`config.mk`:
```
export PLATFORM = sky130hd
export DESIGN_NAME = stream_pipe
export DESIGN_NICKNAME = d
export VERILOG_FILES = /design/src/rtl/stream_pkg.sv /design/src/rtl/stream_skid_stage.sv /design/src/rtl/stream_pipe.sv
export SDC_FILE = /design/constraint.sdc
export NUM_CORES = 1
export LEC_CHECK = 0
export CAP_MARGIN = 20
export CORE_MARGIN = 2
export CORE_UTILIZATION = 45
export DETAILED_ROUTE_END_ITERATION = 10
export PLACE_DENSITY = 0.82
export SYNTH_ARGS = -nofsm -noshare
export SYNTH_HDL_FRONTEND = slang
export SYNTH_SLANG_ARGS = --single-unit
```
`constraint.sdc`:
```
create_clock -name clk -period 1.5 [get_ports clk]
set_clock_uncertainty 0.1 [all_clocks]
set_input_delay 0.3 -clock clk [delete_from_list [all_inputs] [get_ports clk]]
set_output_delay 0.3 -clock clk [all_outputs]
set_load 0.02 [all_outputs]
```
`src/rtl/stream_pkg.sv`:
```
// rtl/stream_pkg.sv - shared constants and width helper for the stream pipeline
package stream_pkg;

  localparam int MAX_STAGES = 8;

  // Occupancy counter width for a given depth; never narrower than one bit
  function automatic int cnt_w(input int stages);
    return (stages < 1) ? 1 : $clog2(2 * stages + 1);
  endfunction

endpackage

```
`src/rtl/stream_skid_stage.sv`:
```
// rtl/stream_skid_stage.sv - one two-entry registered valid/ready skid stage
module stream_skid_stage
  import stream_pkg::*;
#(
  parameter int DLEN = 8
) (
  input  logic            clk,
  input  logic            rstn,
  input  logic            i_flush,
  input  logic            i_valid,
  output logic            o_ready,
  input  logic [DLEN-1:0] i_data,
  output logic            o_valid,
  input  logic            i_ready,
  output logic [DLEN-1:0] o_data
);

  logic            m_vld;
  logic            s_vld;
  logic [DLEN-1:0] m_dat;
  logic [DLEN-1:0] s_dat;
  logic            acc_in;
  logic            acc_out;

  // Ready comes straight from the skid flop, so it never depends on i_ready
  assign o_ready = ~s_vld;
  assign o_valid = m_vld;
  assign o_data  = m_dat;
  assign acc_in  = i_valid & ~s_vld;
  assign acc_out = m_vld & i_ready;

  // Valid flags: skid drains into main first, otherwise incoming beat fills main or skid
  always_ff @(posedge clk) begin
    if (!rstn || i_flush) begin
      m_vld <= 1'b0;
      s_vld <= 1'b0;
    end else if (acc_out && s_vld) begin
      s_vld <= 1'b0;
    end else if (acc_in && m_vld && !acc_out) begin
      s_vld <= 1'b1;
    end else if (acc_in) begin
      m_vld <= 1'b1;
    end else if (acc_out) begin
      m_vld <= 1'b0;
    end
  end

  // Data registers are never reset; they are only meaningful under their valid flag
  always_ff @(posedge clk) begin
    if (acc_out && s_vld) begin
      m_dat <= s_dat;
    end else if (acc_in && (!m_vld || acc_out)) begin
      m_dat <= i_data;
    end
    if (acc_in && m_vld && !acc_out) begin
      s_dat <= i_data;
    end
  end

endmodule

```
`src/rtl/stream_pipe.sv`:
```
// rtl/stream_pipe.sv - cascade of skid stages with flush; STREAM_PIPE_COUNT_EN adds o_count
module stream_pipe
  import stream_pkg::*;
#(
  parameter int DLEN   = 8,
  parameter int STAGES = 2
) (
  input  logic            clk,
  input  logic            rstn,
  input  logic            i_flush,
  input  logic            i_valid,
  output logic            o_ready,
  input  logic [DLEN-1:0] i_data,
  output logic            o_valid,
  input  logic            i_ready,
  output logic [DLEN-1:0] o_data
`ifdef STREAM_PIPE_COUNT_EN
  ,
  output logic [cnt_w(STAGES)-1:0] o_count
`endif
);

  if (STAGES == 0) begin : g_pass
    // Zero depth is a plain wire-through with no state
    logic unused_ctl;
    assign unused_ctl = ^{clk, rstn, i_flush};
    assign o_valid    = i_valid;
    assign o_ready    = i_ready;
    assign o_data     = i_data;
  end else begin : g_pipe
    logic [STAGES:0] vld;
    logic [STAGES:0] rdy;
    logic [DLEN-1:0] dat [0:STAGES];

    assign vld[0]      = i_valid;
    assign dat[0]      = i_data;
    assign rdy[STAGES] = i_ready;
    assign o_ready     = rdy[0];
    // Flush blocks any output transfer in the same cycle the pipe is being emptied
    assign o_valid     = vld[STAGES] & ~i_flush;
    assign o_data      = dat[STAGES];

    for (genvar g = 0; g < STAGES; g++) begin : g_stage
      stream_skid_stage #(
        .DLEN(DLEN)
      ) u_stage (
        .clk    (clk),
        .rstn   (rstn),
        .i_flush(i_flush),
        .i_valid(vld[g]),
        .o_ready(rdy[g]),
        .i_data (dat[g]),
        .o_valid(vld[g+1]),
        .i_ready(rdy[g+1]),
        .o_data (dat[g+1])
      );
    end
  end

`ifdef STREAM_PIPE_COUNT_EN
  localparam int CW = cnt_w(STAGES);
  localparam logic [CW-1:0] CNT_MAX = CW'(2 * STAGES);

  logic cnt_in;
  logic cnt_out;

  assign cnt_in  = i_valid & o_ready;
  assign cnt_out = o_valid & i_ready;

  // Occupancy tracks boundary transfers; simultaneous in and out leave it unchanged
  always_ff @(posedge clk) begin
    if (!rstn || i_flush) begin
      o_count <= '0;
    end else if (cnt_in && !cnt_out) begin
      o_count <= o_count + 1'b1;
    end else if (cnt_out && !cnt_in) begin
      o_count <= o_count - 1'b1;
    end
  end

  // Occupancy can never exceed the two entries per stage
  always @(posedge clk) begin
    if (rstn) begin
      assert (o_count <= CNT_MAX);
    end
  end
`endif

endmodule

```
==> summary.md, run 1 <==
| Metric | Value |
|---|---|
| Status | `finished clean` |
| CTS Buffer Depth | `2` |
| Worst vdd ir | `0.754 mV` |
| Period utilization | `0.957` |
| # IOs | `23` |
| Max incr delay on CP | `370 ps` |
| CTS buffer count | `5` |
| Hold_buf cts | `0` |
| Gr usage total | `0.128` |
| Final setup viols | `0` |
| RePlAce Congestion | `0.707` |
| CP max-delay cell | `edfxtp_1` |
| Worst hold endpoint | `g_pipe.g_stage[1].u_stage.s_dat[1]$_DFFE_PP_` |
| Pin count of the biggest net entering global routing | `13` |
| Post-synth cell types | `19` |
| Antenna Nets Post-Route | `0` |
| H-tree depth | `2` |
| CP Launch Type | `flip-flop` |
| Hold-critical path depth | `0` |
| Crit-path cells | `dlygate4sd2_1` |
| Finished Cell Area | `1750 µm²` |
| Post-Route WL | `1840 µm` |
| Seq pwr share | `0.648` |
| Final Critical Period | `1440 ps` |
| Switch share | `0.216` |
| Initial antenna violation count | `0` |
| Fmax | `697 MHz` |
| Area delta synth->final | `22.5%` |
| Reg2reg end | `g_pipe.g_stage[1].u_stage.o_data[5]$_DFFE_PP_` |
| Worst reg-to-reg setup slack | `70 ps` |
| CTS tree | `yes` |
| Slew Viols, Final | `0` |
| Final WS setup | `64.9 ps` |
| Worst Path Arrival | `1040 ps` |
| Placement Rows | `20` |
| Fillers | `237` |
| DR WL/cell | `11.7 µm` |
| Hold Fails Final Rpt | `0` |
| Die Y | `60.4 µm` |
| Clock Latency Late Sink | `340 ps` |
| Worst EP required | `1100 ps` |
| Die area | `3640 µm²` |
| Instance area at placement | `1710 µm²` |
| Leak Pwr | `0.000630 µW` |
| Commonest cells after routing, fill and taps aside | `edfxtp_1 (32), mux2_2 (16), clkdlybuf4s50_1 (12)` |
| PwrDens | `990 nW/µm²` |
| Max_cap viols | `0` |
| Syn Nets | `98` |
| Vias in the first global route | `732` |
| Max FO, Critical Path | `1` |
| NetSw | `374 µW` |
| Diodes inserted | `0` |
| Via count of the routed design | `730` |
| Hold WC Path Type | `reg2reg` |
| DP Worst Slack | `-358 ps` |
| Vias per cell | `4.62` |
| Internal Power | `1360 µW` |
| DP HPWL | `1360 µm` |
| Crit-path leading delay family | `flip-flops` |
| FF-to-FF Start | `g_pipe.g_stage[1].u_stage.s_vld$_SDFFE_PP0P_` |
| Initial core utilization | `0.472` |
| Syn Area/Cell | `16.8 µm²` |
| Worst Path Buf+Inv | `1` |
| Synthesized area | `1430 µm²` |
| Unrepaired setup endpoints after global routing | `no` |
| Overall Power | `1730 µW` |
| Total gr overflow | `0` |
| Detailed Routing Iterations Pass 1 | `4` |
| CORE AREA | `3030 µm²` |
| DIE WIDTH | `60.4 µm` |
| Slew margin rel. | `0.806` |
| Hold Path Origin | `g_pipe.g_stage[0].u_stage.o_data[1]$_DFFE_PP_` |
| Initial DRC count | `12` |
| Post-synthesis register bit count | `36` |
| Final nets | `126` |
| Critical path class | `reg2out` |
| Seq/Total Area, Yosys | `0.729` |
| TritonCTS Sinks | `36` |
| CTS clk-pin slew, worst paths | `110 ps` |
| FF-to-FF path depth | `2` |
| Cells after Synth | `85` |
| Fraction of power consumed by the clock network | `0.288` |
| Share of cells above drive strength 1 | `0.342` |
| Combinational fraction of design power | `0.064` |
| Most common library cell in the layout ignoring fill and taps | `edfxtp_1` |
| Worst slew pin tran | `290 ps` |
| Port Buffers | `22` |
| First-pass GRT wire length | `3130 µm` |
| Root Buffer | `clkbuf_4` |
| YS warnings | `0` |
| DRC viols | `0` |
| Crit. End Element | `output pin` |
==> Yosys cell counts <==
cell type / count / share of area
nor2b_4: 1 / 0.0096
dfxtp_1: 4 / 0.056
inv_1: 2 / 0.0053
nor3_1: 1 / 0.0035
mux2_2: 16 / 0.13
a211oi_1: 1 / 0.0053
edfxtp_1: 32 / 0.67
and3_2: 1 / 0.0053
a21boi_0: 1 / 0.0053
nor2b_1: 1 / 0.0044
nand2_4: 1 / 0.0079
o21ai_0: 1 / 0.0035
nand2_1: 3 / 0.0079
nor2_1: 2 / 0.0053
nand3_2: 1 / 0.0070
nand2b_1: 2 / 0.0088
buf_4: 8 / 0.042
buf_2: 1 / 0.0035
a21oi_1: 6 / 0.021
==> per-stage QoR <==
stage / utilization / hold slack, ps / TNS [ps] / instances
finish: 0.578 / 357 / 0 / 158
global route: 0.578 / 377 / 0 / 158
CTS: 0.577 / 357 / 0 / 158
detailed placement: 0.564 / 334 / -4800 / 150
global placement: 0.564 / 338 / -3900 / 150
floorplan: - / 299 / -61.5 / 85
==> power by group through the flow <==
stage / clock (µW) / sequential, µW / combinational (µW)
global placement: 0 / 1150 / 112
CTS: 516 / 1120 / 112
detailed placement: 0 / 1150 / 115
floorplan: 0 / 1140 / 56.7
finish: 500 / 1120 / 111
global route: 577 / 1120 / 123
==> how the worst max path moves through the flow <==
stage	end	slack [ps]	startpoint	cells past startpoint
global route	o_data[0]	3	g_pipe.g_stage[1].u_stage.o_data[0]$_DFFE_PP_	1
floorplan	g_pipe.g_stage[0].u_stage.s_dat[0]$_DFFE_PP_	-8	g_pipe.g_stage[0].u_stage.s_vld$_SDFFE_PP0P_	3
CTS	o_ready	20	g_pipe.g_stage[0].u_stage.s_vld$_SDFFE_PP0P_	2
finish	o_data[0]	60	g_pipe.g_stage[1].u_stage.o_data[0]$_DFFE_PP_	1
global placement	o_valid	-320	i_flush	3
detailed placement	o_valid	-360	i_flush	3
==> layout make-up <==
class	count	area, µm²	share of cell area
Tap cell	44	55.1	0.0315
Sequential cell	36	1040	0.595
Clock inverter	3	18.8	0.0107
Multi-Input combinational cell	38	323	0.184
Timing Repair Buffer	30	268	0.153
Inverter	2	7.51	0.00429
Clock buffer	5	37.5	0.0214
==> metal layers <==
layer,global-route usage,up-vias,wire length [µm]
met5,0,-,0
met1,0.143,331,809
met2,0.193,25,852
li1,-,366,-
met4,0.124,0,83
met3,0.0384,8,97
==> sequential cells by signal, indices dropped and copies added (netlist names) <==
signal                          count
g_pipe.g_stage.u_stage.o_data      16
g_pipe.g_stage.u_stage.s_dat       16
g_pipe.g_stage.u_stage.o_valid      2
g_pipe.g_stage.u_stage.s_vld        2
==> cell families (layout without fill, tap and decap cells) <==
group,count (synthesis),count (layout),synth area share
DFF,36,36,0.729
and+or+nand+nor,13,13,0.0595
AOI/OAI and AO/OA,9,9,0.0350
muxes,16,16,0.126
buffers and inverters,11,40,0.0508
==> timing repair <==
item,in CTS,in global routing
gates cloned,0,0
endpoints found under the setup margin,10,3
setup buffers,0,0
resized for setup,13,3
No activity file was read; power rests on OpenSTA's default activity.
==> run 2: changes to the inputs <==
Settings changed: CORE_MARGIN 2 to 10.
==> run 2 against run 1 <==
- first-iteration DRC count rose to 4.0 times the previous value
- global-route usage down 5.1 points
- clock-buffer cell count up 1
- wire length up 12%
- die area up 60%
- largest cell class unchanged
==> summary.md, run 2 (synthesis gave the netlist of run 1 again) <==
| Metric | Value |
|---|---|
| Status | `finished clean` |
| CP Launch Type | `flip-flop` |
| Commonest cells after routing, fill and taps aside | `edfxtp_1 (32), mux2_2 (16), clkdlybuf4s50_1 (12)` |
| Placed Cells | `149` |
| First-pass GRT wire length | `3460 µm` |
| Area occupied by registers | `1040 µm²` |
| Pin count of the biggest net entering global routing | `12` |
| Post-CTS Setup Bufs | `0` |
| Vias per cell | `4.61` |
| Gr usage total | `0.0766` |
| DP HPWL | `1590 µm` |
| Post-route insts no fill | `157` |
| Critical path class | `reg2out` |
| Vias in the first global route | `758` |
| Via count of the routed design | `724` |
| Worst slew pin tran | `209 ps` |
| Hold_buf cts | `0` |
| Period utilization | `0.960` |
| Initial antenna violation count | `0` |
| # IOs | `23` |
| DRC viols | `0` |
| Worst Path Arrival | `1040 ps` |
| CORE AREA | `3050 µm²` |
| Placement Rows | `20` |
| Initial core utilization | `0.468` |
| Post-Route WL | `2070 µm` |
| DIE WIDTH | `76.4 µm` |
| Worst vdd ir | `1.21 mV` |
| Setup TNS | `0 ps` |
| Multi-input gate area | `323 µm²` |
| Fillers | `263` |
| Max FO, Critical Path | `1` |
| Overall Power | `1880 µW` |
| Unrepaired setup endpoints after global routing | `no` |
| Detailed Routing Iterations Pass 1 | `4` |
| Initial DRC count | `48` |
| Crit. End Element | `output pin` |
| FF-to-FF Start | `g_pipe.g_stage[1].u_stage.o_valid$_SDFFE_PP0P_` |
| Hold WC Path Type | `reg2reg` |
| CTS buffer count | `5` |
| PwrDens | `1070 nW/µm²` |
| RePlAce Congestion | `0.710` |
| Final Critical Period | `1440 ps` |
| Die area | `5830 µm²` |
| Leak Pwr | `0.000633 µW` |
| Final WS setup | `60.3 ps` |
| Worst Path Buf+Inv | `1` |
| Port Buffers | `22` |
| Root Buffer | `clkbuf_4` |
| Final nets | `125` |
| Share of cells above drive strength 1 | `0.336` |
| Hold Fails Final Rpt | `0` |
| CTS tree | `yes` |
| H-tree depth | `2` |
| Hold Path Origin | `g_pipe.g_stage[0].u_stage.o_data[2]$_DFFE_PP_` |
| CTS Buffer Depth | `2` |
| Total gr overflow | `0` |
| Crit path launch | `g_pipe.g_stage[1].u_stage.o_data[2]$_DFFE_PP_` |
| Finished Cell Area | `1760 µm²` |
| CTS clk-pin slew, worst paths | `100 ps` |
| Fmax | `695 MHz` |
| Crit-path leading delay family | `flip-flops` |
| Slew margin rel. | `0.860` |
| Crit-path cells | `dlygate4sd2_1` |
| Slew Viols, Final | `0` |
| Die Y | `76.4 µm` |
| Max_cap viols | `0` |
| Area delta synth->final | `23.5%` |
| Final setup viols | `0` |
| DP Worst Slack | `-378 ps` |
| CP max-delay cell | `edfxtp_1` |
| TritonCTS Sinks | `36` |
| Clock Latency Late Sink | `340 ps` |
| Diodes inserted | `0` |
| Max incr delay on CP | `370 ps` |
| DR WL/cell | `13.2 µm` |
| Instance area at placement | `1700 µm²` |
| Most common library cell in the layout ignoring fill and taps | `edfxtp_1` |
| Antenna Nets Post-Route | `0` |
| Worst EP required | `1100 ps` |
==> run 2: changes by cell type in the layout (fill, tap and decap cells not counted) <==
cell	before	now
buf_4	8	7
bufinv_16	0	1
clkbuf_1	0	1
clkinv_2	2	1
clkinv_4	1	0
dfxtp_1	4	3
dfxtp_2	0	1
==> run 2: metal layers <==
metal,GRT usage,part of all wire
met5,0,0
met4,0.0558,0.031
met3,0.0460,0.074
met2,0.115,0.49
met1,0.0772,0.41
==> run 2: metrics by stage <==
stage,util,hold WS [ps]
detailed placement,0.557,335
global placement,0.557,337
global route,0.578,376
CTS,0.576,359
floorplan,-,299
finish,0.578,357
==> run 2: what timing repair did <==
action / CTS / global route
cloned: 0 / 0
setup endpoints to repair: 10 / 11
resized for setup: 13 / 4
==> run 2: final cells by class <==
class / instances / area share
clock buffer: 6 / 0.0234
sequential: 36 / 0.591
tap: 44 / 0.0312
inverter: 2 / 0.00426
timing repair buffer: 29 / 0.148
clock inverter: 2 / 0.0199
multi-input combinational: 38 / 0.183
==> run 2: power by group <==
part / switching, µW / internal [µW]
logic: 45.6 / 63.6
registers: 8.38 / 1110
clock network: 301 / 349
total: 355 / 1530
==> run 2: path summary, 6_finish.rpt <==
| path | endpoint | slack [ps] | depth (start not counted) |
|---|---|---|---|
| setup / recovery | o_data[2] | 60 | 1 |
| hold / removal | g_pipe.g_stage[1].u_stage.s_dat[2]$_DFFE_PP_ | 360 | 0 |
| setup reg to reg | g_pipe.g_stage[1].u_stage.o_data[1]$_DFFE_PP_ | 140 | 3 |
| hold reg to reg | g_pipe.g_stage[1].u_stage.s_dat[2]$_DFFE_PP_ | 360 | 0 |
==> run 2: worst reg2reg max path, delay by kind of cell, from the launching register on <==
kind,cells,cell delay (ps)
and+or+nand+nor,1,190
DFF,1,340
buffers and inverters,1,150
muxes,1,340
==> run 3: changes to the inputs <==
Settings changed: CORE_MARGIN 10 to default.
==> run 3 against run 2 <==
- die area fell by 42%
- maximum frequency down 0.36%
- register-to-register slack got worse by 80 ps
- final area down 0.71%
- sequential share of layout area increased by 0.35 points
- non-clock buffer count up 1
- clock power down 26%
- cell count increased by 0.64%
==> summary.md, run 3 (synthesis gave the netlist of run 1 again) <==
| Metric | Value |
|---|---|
| Status | `finished clean` |
| Die Y | `58.4 µm` |
| Crit path launch | `g_pipe.g_stage[1].u_stage.s_vld$_SDFFE_PP0P_` |
| Antenna Nets Post-Route | `0` |
| Crit-path cells | `nand3_2, mux2_2` |
| DIE WIDTH | `58.4 µm` |
| Critical path class | `reg2reg` |
| Unrepaired setup endpoints after global routing | `no` |
| Worst slew pin tran | `284 ps` |
| Reg2reg end | `g_pipe.g_stage[1].u_stage.o_data[4]$_DFFE_PP_` |
| Max incr delay on CP | `500 ps` |
| Clock Latency Late Sink | `330 ps` |
| First-pass GRT wire length | `3170 µm` |
| Initial DRC count | `3` |
| Final nets | `126` |
| Worst vdd ir | `0.489 mV` |
| Worst EP required | `1490 ps` |
| Initial core utilization | `0.472` |
| Worst reg-to-reg setup slack | `60 ps` |
| CP Launch Type | `flip-flop` |
| Initial antenna violation count | `0` |
| CORE AREA | `3030 µm²` |
| WP depth | `2` |
| Detailed Routing Iterations Pass 1 | `3` |
| Port Buffers | `22` |
| Gr usage total | `0.134` |
| Slew margin rel. | `0.810` |
| DR WL/cell | `12.1 µm` |
| Via count of the routed design | `741` |
| Pin count of the biggest net entering global routing | `13` |
| Worst hold slack | `356 ps` |
| Period utilization | `0.963` |
| DRC viols | `0` |
| Post-CTS Setup Bufs | `0` |
| DP Worst Slack | `-357 ps` |
| Setup TNS | `0 ps` |
| CTS clk-pin slew, worst paths | `100 ps` |
| PwrDens | `982 nW/µm²` |
| Slew Viols, Final | `0` |
| Vias in the first global route | `724` |
| Most common library cell in the layout ignoring fill and taps | `edfxtp_1` |
| Commonest cells after routing, fill and taps aside | `edfxtp_1 (32), mux2_2 (16), clkdlybuf4s50_1 (12)` |
| Die area | `3400 µm²` |
| Share of cells above drive strength 1 | `0.342` |
| Worst Path Buf+Inv | `0` |
| # IOs | `23` |
| H-tree depth | `2` |
| Vias per cell | `4.69` |
| CP max-delay cell | `dfxtp_1` |
| Leak Pwr | `0.000631 µW` |
| Area delta synth->final | `22.6%` |
| TritonCTS Sinks | `36` |
| CTS Buffer Depth | `2` |
| FF-to-FF Start | `g_pipe.g_stage[1].u_stage.s_vld$_SDFFE_PP0P_` |
| Final setup viols | `0` |
| FF-to-FF path depth | `2` |
| Worst Path Arrival | `1430 ps` |
| Total gr overflow | `0` |
| Crit. End Element | `flip-flop` |
| DP HPWL | `1430 µm` |
| Final Critical Period | `1440 ps` |
| CTS buffer count | `5` |
| Hold Path Origin | `g_pipe.g_stage[0].u_stage.o_data[2]$_DFFE_PP_` |
| Root Buffer | `clkbuf_4` |
| CTS tree | `yes` |
| Fmax | `692 MHz` |
| Post-layout utilization of the core | `0.579` |
| Final WS setup | `55.1 ps` |
| RePlAce Congestion | `0.743` |
| Diodes inserted | `0` |
| Max_cap viols | `0` |
| Fillers | `244` |
| Hold WC Path Type | `reg2reg` |
| Hold Fails Final Rpt | `0` |
| Crit-path leading delay family | `flip-flops` |
| Placement Rows | `20` |
| Critical Path Sink | `g_pipe.g_stage[1].u_stage.o_data[4]$_DFFE_PP_` |
| Post-Route WL | `1910 µm` |
| Max FO, Critical Path | `8` |
run 3: worst reg2reg max path, cell delays in order, from the launching register on:
cell and delay [ps]:
dfxtp_1 500, nand3_2 260, mux2_2 350
run 3: layout make-up:
class,count,area [µm²],share of cell area
flip-flops and latches,36,1040,0.594
multi-input cells,38,323,0.184
repair buffers,30,269,0.154
well taps,44,55.1,0.0314
clock buffers,5,37.5,0.0214
clock inverters,3,18.8,0.0107
inverters,2,7.51,0.00429
run 3: through the flow:
step | total power [µW] | instances | area, µm²
after floorplan | 1200 | 85 | 1440
after global placement | 1260 | 150 | 1710
after detailed placement | 1260 | 150 | 1710
after CTS | 1750 | 158 | 1750
after global routing | 1800 | 158 | 1750
final | 1720 | 158 | 1750
run 3: how the worst min path moves through the flow:
stage / endpoint / slack [ps] / cells after the start
floorplan: g_pipe.g_stage[0].u_stage.s_dat[0]$_DFFE_PP_ / 300 / 0
global placement: g_pipe.g_stage[1].u_stage.s_dat[3]$_DFFE_PP_ / 340 / 0
detailed placement: g_pipe.g_stage[1].u_stage.s_dat[2]$_DFFE_PP_ / 330 / 0
CTS: g_pipe.g_stage[1].u_stage.s_dat[2]$_DFFE_PP_ / 360 / 0
global route: g_pipe.g_stage[1].u_stage.s_dat[0]$_DFFE_PP_ / 360 / 0
finish: g_pipe.g_stage[1].u_stage.s_dat[2]$_DFFE_PP_ / 360 / 0
run 3: power breakdown:
group	switching [µW]	total [µW]	internal (µW)
Clock	304	484	180
Sequential	8.28	1120	1110
Combinational	47.0	112	65.5
run 3: per-layer routing:
metal  vias up  GRT usage  wire length (µm)
met5         -          0                 0
li1        362          -                 -
met4         0      0.102                38
met2        22      0.217               981
met3         4     0.0484                96
met1       353      0.144               795
run 3: what timing repair did:
| action | CTS | global route |
|---|---|---|
| gates resized for setup | 13 | 3 |
| endpoints found under the setup margin | 10 | 3 |
| hold buffers | 0 | 0 |
